==> src/rtl/sseg_capture.sv <==
// Receive-side monitor for a multiplexed 4-digit seven-segment bus: synchronizes pins, waits for a stable slot, decodes the glyph.
// Optional `SSEG_CAP_ERR_EN adds the err pulse for multi-anode slots and unknown glyphs.
module sseg_capture #(
    parameter int STABLE_CYCLES = 16
) (
    input  logic       clock,
    input  logic       reset,
    input  logic       seg_a,
    input  logic       seg_b,
    input  logic       seg_c,
    input  logic       seg_d,
    input  logic       seg_e,
    input  logic       seg_f,
    input  logic       seg_g,
    input  logic [3:0] an,
    output logic [4:0] out0,
    output logic [4:0] out1,
    output logic [4:0] out2,
    output logic [4:0] out3,
    output logic [3:0] digit_valid,
    output logic       upd_stb,
    output logic [1:0] upd_idx,
    output logic       frame_done
`ifdef SSEG_CAP_ERR_EN
    , output logic     err
`endif
);
    localparam logic [7:0] SAT_COUNT    = 8'(STABLE_CYCLES);
    localparam logic [7:0] ACCEPT_COUNT = 8'(STABLE_CYCLES - 2);

    function automatic logic [4:0] decode(input logic [6:0] p);
        case (p)
            7'b1000000: return 5'd0;
            7'b1111001: return 5'd1;
            7'b0100100: return 5'd2;
            7'b0110000: return 5'd3;
            7'b0011001: return 5'd4;
            7'b0010010: return 5'd5;
            7'b0000010: return 5'd6;
            7'b1111000: return 5'd7;
            7'b0000000: return 5'd8;
            7'b0010000: return 5'd9;
            7'b0001000: return 5'd10;
            7'b0000011: return 5'd11;
            7'b1000110: return 5'd12;
            7'b0100001: return 5'd13;
            7'b0000110: return 5'd14;
            7'b0001110: return 5'd15;
            7'b1111111: return 5'd31;
            default:    return 5'd30;
        endcase
    endfunction

    function automatic logic [1:0] low_index(input logic [3:0] low);
        if (low[0])      return 2'd0;
        else if (low[1]) return 2'd1;
        else if (low[2]) return 2'd2;
        else             return 2'd3;
    endfunction

    logic [10:0] pins, sync1, s, s_prev;
    logic [7:0]  count;
    logic [4:0]  digits [4];

    logic       stable, window_end, single_low, multi_low;
    logic [3:0] an_low, next_valid;
    logic [1:0] idx;
    logic [4:0] glyph;

    assign pins       = {an, seg_g, seg_f, seg_e, seg_d, seg_c, seg_b, seg_a};
    assign stable     = (s == s_prev);
    // The counter moves to STABLE_CYCLES-1 on this edge, so the accept happens exactly once per window.
    assign window_end = stable && (count == ACCEPT_COUNT);
    assign an_low     = ~s[10:7];
    assign single_low = $onehot(an_low);
    assign multi_low  = $countones(an_low) > 1;
    assign idx        = low_index(an_low);
    assign glyph      = decode(s[6:0]);
    assign next_valid = digit_valid | (4'b0001 << idx);

    assign out0 = digits[0];
    assign out1 = digits[1];
    assign out2 = digits[2];
    assign out3 = digits[3];

    always_ff @(posedge clock or posedge reset) begin
        if (reset) begin
            // Synchronizer resets to the idle bus (all lines high), which is a blank slot and never accepted.
            sync1       <= '1;
            s           <= '1;
            s_prev      <= '1;
            count       <= '0;
            // NOTE: the digit registers are plain flops, so they take a reset value like every other register.
            for (int i = 0; i < 4; i++) digits[i] <= 5'd31;
            digit_valid <= '0;
            upd_stb     <= 1'b0;
            upd_idx     <= 2'd0;
            frame_done  <= 1'b0;
`ifdef SSEG_CAP_ERR_EN
            err         <= 1'b0;
`endif
        end else begin
            sync1  <= pins;
            s      <= sync1;
            s_prev <= s;

            if (!stable)                count <= '0;
            else if (count != SAT_COUNT) count <= count + 8'd1;

            upd_stb    <= 1'b0;
            frame_done <= 1'b0;
            if (window_end && single_low) begin
                digits[idx] <= glyph;
                upd_stb     <= 1'b1;
                upd_idx     <= idx;
                if (next_valid == 4'b1111) begin
                    frame_done  <= 1'b1;
                    digit_valid <= 4'b0000;
                end else begin
                    digit_valid <= next_valid;
                end
            end

`ifdef SSEG_CAP_ERR_EN
            err <= window_end && ((single_low && glyph == 5'd30) || multi_low);
`endif
        end
    end
endmodule

==> config.mk <==
export PLATFORM = sky130hd
export DESIGN_NAME = sseg_capture
export DESIGN_NICKNAME = d
export VERILOG_FILES = /design/src/rtl/sseg_capture.sv
export SDC_FILE = /design/constraint.sdc
export NUM_CORES = 1
export LEC_CHECK = 0
export ABC_AREA = 1
export CORE_AREA = 8 8 89 91
export CTS_CLUSTER_DIAMETER = 150
export DETAILED_ROUTE_END_ITERATION = 7
export DIE_AREA = 0 0 97 99
export GPL_TIMING_DRIVEN = 1
export PLACE_DENSITY_LB_ADDON = 0.3
export SYNTH_ARGS = -nofsm -noshare
export SYNTH_HDL_FRONTEND = slang
export SYNTH_SLANG_ARGS = --single-unit
==> constraint.sdc <==
create_clock -name clock -period 7.3 [get_ports clock]
set_clock_uncertainty 0.2 [all_clocks]
set_input_delay 1.46 -clock clock [delete_from_list [all_inputs] [get_ports clock]]
set_output_delay 1.46 -clock clock [all_outputs]
set_load 0.05 [all_outputs]
* Yosys cells after proc, flatten, opt, wreduce, memory -nomap -nowiden
Cells that the tools add are included.
** Word-level totals
- Register bits after elaboration :: 69
- Word-level logic and storage cells :: 61
- Output and inout bits :: 28
- Input port bits :: 13
** Operators by class
- Order comparisons :: 2
- Add/subtract/negate cells :: 4
- Equal/unequal tests :: 22
- Muxes and demuxes :: 13
- Reductions and logical operators :: 4
- Shift-type cells :: 1
- Bitwise gates (word level) :: 3
** Operators by type and width (count)
- $pmux W5 S17 :: 1
- $eq A7 B7 Y1 const B :: 5
- $eq A7 B5 Y1 const B :: 3
- $eq A7 B6 Y1 const B :: 3
- $bwmux W20 :: 1
- $mux W8 :: 2
- $eq A7 B2 Y1 const B :: 2
- $eq A7 B4 Y1 const B :: 2
- $eq A11 B11 Y1 :: 1
- $demux W5 S2 :: 1
- $add A8 B1 Y8 const B :: 1
- $eq A8 B4 Y1 const B :: 1
- $ne A8 B5 Y1 const B :: 1
- $eq A7 B3 Y1 const B :: 1
- $logic_not A7 Y1 :: 1
- $mux W5 :: 1
- $add A1 B1 Y2 :: 2
- $eq A4 B4 Y1 const B :: 1
- $mux W1 :: 4
- $mux W2 :: 2
- $mux W4 :: 1
- $not A4 Y4 :: 1
- $or A4 B4 Y4 :: 1
- $shl A1 B2 Y4 const A :: 1
- other kinds (7) :: 9

* Logic depth before layout (Yosys ltp)
- Word-level depth :: 10
- Depth in mapped cells :: 13
- Mapped depth without buffers :: 12

* Worst setup path after synthesis
OpenSTA, ideal clock, no wires.
- Path kind :: register to register
- From :: reg s[7]
- To :: reg digit_valid[0]
- Library setup time :: 0.123 ns
- Setup slack :: 4.816 ns
- Data arrival time :: 2.161 ns
- Clock period less this slack :: 2.484 ns
- Data required time :: 6.977 ns
- Path buffers :: 0
- Stages on the path, launching flop included :: 11
- Cell sequence :: dfstp_2 fa_1 inv_1 ha_1 ha_1 nor2_1 nand3_1 nor2_1 nand3_4 nor2_4 a21oi_2
** Between the ends
- Longest elaborated chain between the ends :: 6
- Elaborated cells between the ends (all ways) :: 12
- Those cells by class :: add/sub (2); eq/ne (3); shift (1); mux (2); bitwise (2); reduce/logical (2)
** Ends and longest elaborated chain
- start, declared :: line 61 : logic [10:0] pins, sync1, s, s_prev;
- start signal, assigned :: line 104 : s <= sync1;
- parallel branches: the longest is 6 deep, another holds $add A2 B2 Y3
- end signal, assigned :: line 120 : digit_valid <= next_valid;
- end, declared :: line 20 : output logic [3:0] digit_valid,
Parallel ways; which one is timed is not known.
A chain may end at the register's enable or synchronous reset.

* Worst setup path after layout
- From :: reg digits, in the netlist out2[4]
- To :: out out2[4]
** RTL lines
- start, declared :: line 63 : logic [4:0] digits [4];
- start signal, assigned by index :: line 113 : digits[idx] <= glyph;
- end, declared :: line 18 : output logic [4:0] out2,
No word-level cell between the ends.

==> impl_metrics.env <==
export IMPL_status="completed"
export IMPL_synth_common_cells="nand2_1, dfstp_2, nor2_1"
export IMPL_cts_resized_gates=0
export IMPL_grt_max_degree=70
export IMPL_routed_via_density=4.92
export IMPL_finalSetupViolations=0
export IMPL_cts_tree="built"
export IMPL_synth_edf_count=0
export IMPL_synth_cells=354
export IMPL_globalRouteTotalUtil=0.139
export IMPL_min_period_ns=3.35
export IMPL_multi_input_area_um2=1200
export IMPL_syn_area_um2=3170
export IMPL_synth_most_common_cell="nand2_1"
export IMPL_avgSynthCellArea_um2=8.96
export IMPL_crit_cells=1
export IMPL_boundaryPins=41
export IMPL_fmax_mhz=298
export IMPL_globalplace_congestion=0.872
export IMPL_htreeDepth=3
export IMPL_finalSetupTns_ns=0
export IMPL_leakage_uw=0.00182
export IMPL_yosysWarnings=0
export IMPL_finalCritPeriodShare=0.460
export IMPL_initial_core_util=0.483
export IMPL_power_density_nw_per_um2=197
export IMPL_ys_seq_elements=69
export IMPL_startpoint_type="flop"
export IMPL_drt_pass1_iter_count=4
export IMPL_rsz0062_at_grt="no"
export IMPL_avgRoutedWirePerCell_um=12.7
export IMPL_synthDistinctLibCells=28
export IMPL_async_flop_share=1.00
export IMPL_ant_nets=0
export IMPL_grt_pass1_vias=2473
export IMPL_path_clk_slew_ns=0.07
export IMPL_worstHoldPathType="flop to flop"
export IMPL_cts_hold_buf=0
export IMPL_hpwl_mm=4.59
export IMPL_fillers=572
export IMPL_path_class="flop to output pin"
export IMPL_r2r_cells=11
export IMPL_design_die_area_um2=9600
export IMPL_seqCellArea_um2=1790
export IMPL_arrival_ns=1.69
export IMPL_cp_max_fo=2
export IMPL_ys_top_cells_by_area="dfstp_2, nand2_1, dfrtp_1"
export IMPL_finalMaxSlewViolations=0
export IMPL_yosysTopAreaCell="dfstp_2"
export IMPL_drive_gt1_frac=0.232
export IMPL_slowest_delay_ns=0.80
export IMPL_antenna_found_initial=0
export IMPL_die_height_um=99
export IMPL_grt_pass1_wl_mm=10.8
export IMPL_r2r_start="s[8]"
export IMPL_cp_cell_sequence="clkdlybuf4s50_1"
export IMPL_synth_nets=374
export IMPL_drtIter0Drc=107
export IMPL_r2r_slack_ns=4.58
export IMPL_hold_violations=0
export IMPL_worstSkewPairLatency_ns=0.35
export IMPL_post_cts_buffers=0
export IMPL_worst_slew_pin_transition_ns=0.804
export IMPL_grt_ovfl_total=0
export IMPL_wl_mm=6.23
export IMPL_rows=30
export IMPL_clock_sinks=69
export IMPL_synth_ff_type="dfstp_2"
export IMPL_max_slew_margin=0.464
export IMPL_final_nets=425
export IMPL_cts_buffers=9
export IMPL_cp_slowest_cell="clkdlybuf4s50_1"
export IMPL_port_buffers=40
export IMPL_drv_cap=0
export IMPL_end_kind="output pin"
export IMPL_worstHoldStart="sync1[2]"
export IMPL_whs_path_depth=0
export IMPL_r2r_end="out3[3]"
export IMPL_cts_buffer_depth=2
export IMPL_drcViolationCount=0
export IMPL_antennaDiodeCount=0
export IMPL_fin_util=0.590
export IMPL_cp_top_family="buffers and inverters"
export IMPL_ys_seq_area_frac=0.565
export IMPL_core_area_um2=6570
export IMPL_synth_top_area_frac=0.439
export IMPL_worstPathRequired_ns=5.64
export IMPL_die_width_um=97
export IMPL_cts_root_buf="clkbuf_8"
export IMPL_via_count=2409
export IMPL_hold_path_end="s[2]"
export IMPL_crit_buf_inv=1
export IMPL_syn_to_final_growth_pct=22.2
export IMPL_ir_worst_vdd_v=0.000116
-- routing by layer --
layer,up-vias,global-route usage,part of all wire
met5,-,0,0
met4,0,0.0710,0.026
met2,48,0.237,0.49
li1,1196,-,-
met3,14,0.0560,0.058
met1,1151,0.145,0.43
-- power by group --
group          internal [µW]  leakage [µW]  switching (µW)
Clock                    168     0.0000995             142
Sequential               400      0.000777            7.64
Combinational           18.1      0.000945            30.2
-- layout make-up --
cell class / instances / area share
inverters: 43 / 0.0449
clock buffers: 11 / 0.0365
repair buffers: 41 / 0.105
multi-input cells: 241 / 0.310
well taps: 80 / 0.0258
flip-flops and latches: 69 / 0.462
clock inverters: 5 / 0.0155
-- placed cells by master, fill, tap and decap left out, drive strengths merged --
master,instances
nand2,121
nor2,54
dfstp,53
inv,42
clkdlybuf4s50,40
nand3,21
dfrtp,16
clkbuf,11
o21ai,9
a21oi,9
xnor2,8
ha,6
nand4,4
clkinv,4
nor3,3
nor3b,2
o22ai,1
xor2,1
o21a,1
fa,1
bufinv,1
clkinvlp,1
buf,1
-- cell families after synthesis --
family | share of synthesized area
AND/OR/NAND/NOR | 0.285
flip-flops | 0.565
buffers and inverters | 0.0564
AO/OA/AOI/OAI | 0.0386
XOR/XNOR | 0.0248
adder cells (fa/ha/maj) | 0.0300
-- stage by stage --
step / worst slack (ns) / cell area [µm²] / hold slack [ns] / instances / total power, µW
floorplan: 3.99 / 3170 / 0.145 / 354 / 445
global placement: 4.33 / 3680 / 0.145 / 474 / 461
detailed placement: 4.32 / 3680 / 0.147 / 474 / 463
CTS: 3.93 / 3880 / 0.157 / 490 / 776
global route: 3.91 / 3880 / 0.160 / 490 / 799
finish: 3.95 / 3880 / 0.155 / 490 / 765
-- registers in the layout (all words and copies together) (netlist names) --
signal	cells
out1	5
digit_valid	4
s_prev	11
upd_stb	1
frame_done	1
out3	5
out2	5
sync1	11
count	8
upd_idx	2
out0	5
s	11
-- worst max path at each step --
stage / start / endpoint / slack (ns)
2_1_floorplan: reset / count[0] / 3.99
3_3_place_gp: out2[0] / out2[0] / 4.33
3_5_place_dp: out3[0] / out3[0] / 4.32
4_1_cts: out3[0] / out3[0] / 3.93
5_1_grt: out0[1] / out0[1] / 3.91
6_report: out2[4] / out2[4] / 3.95
Power figures use the tool's default switching activity.
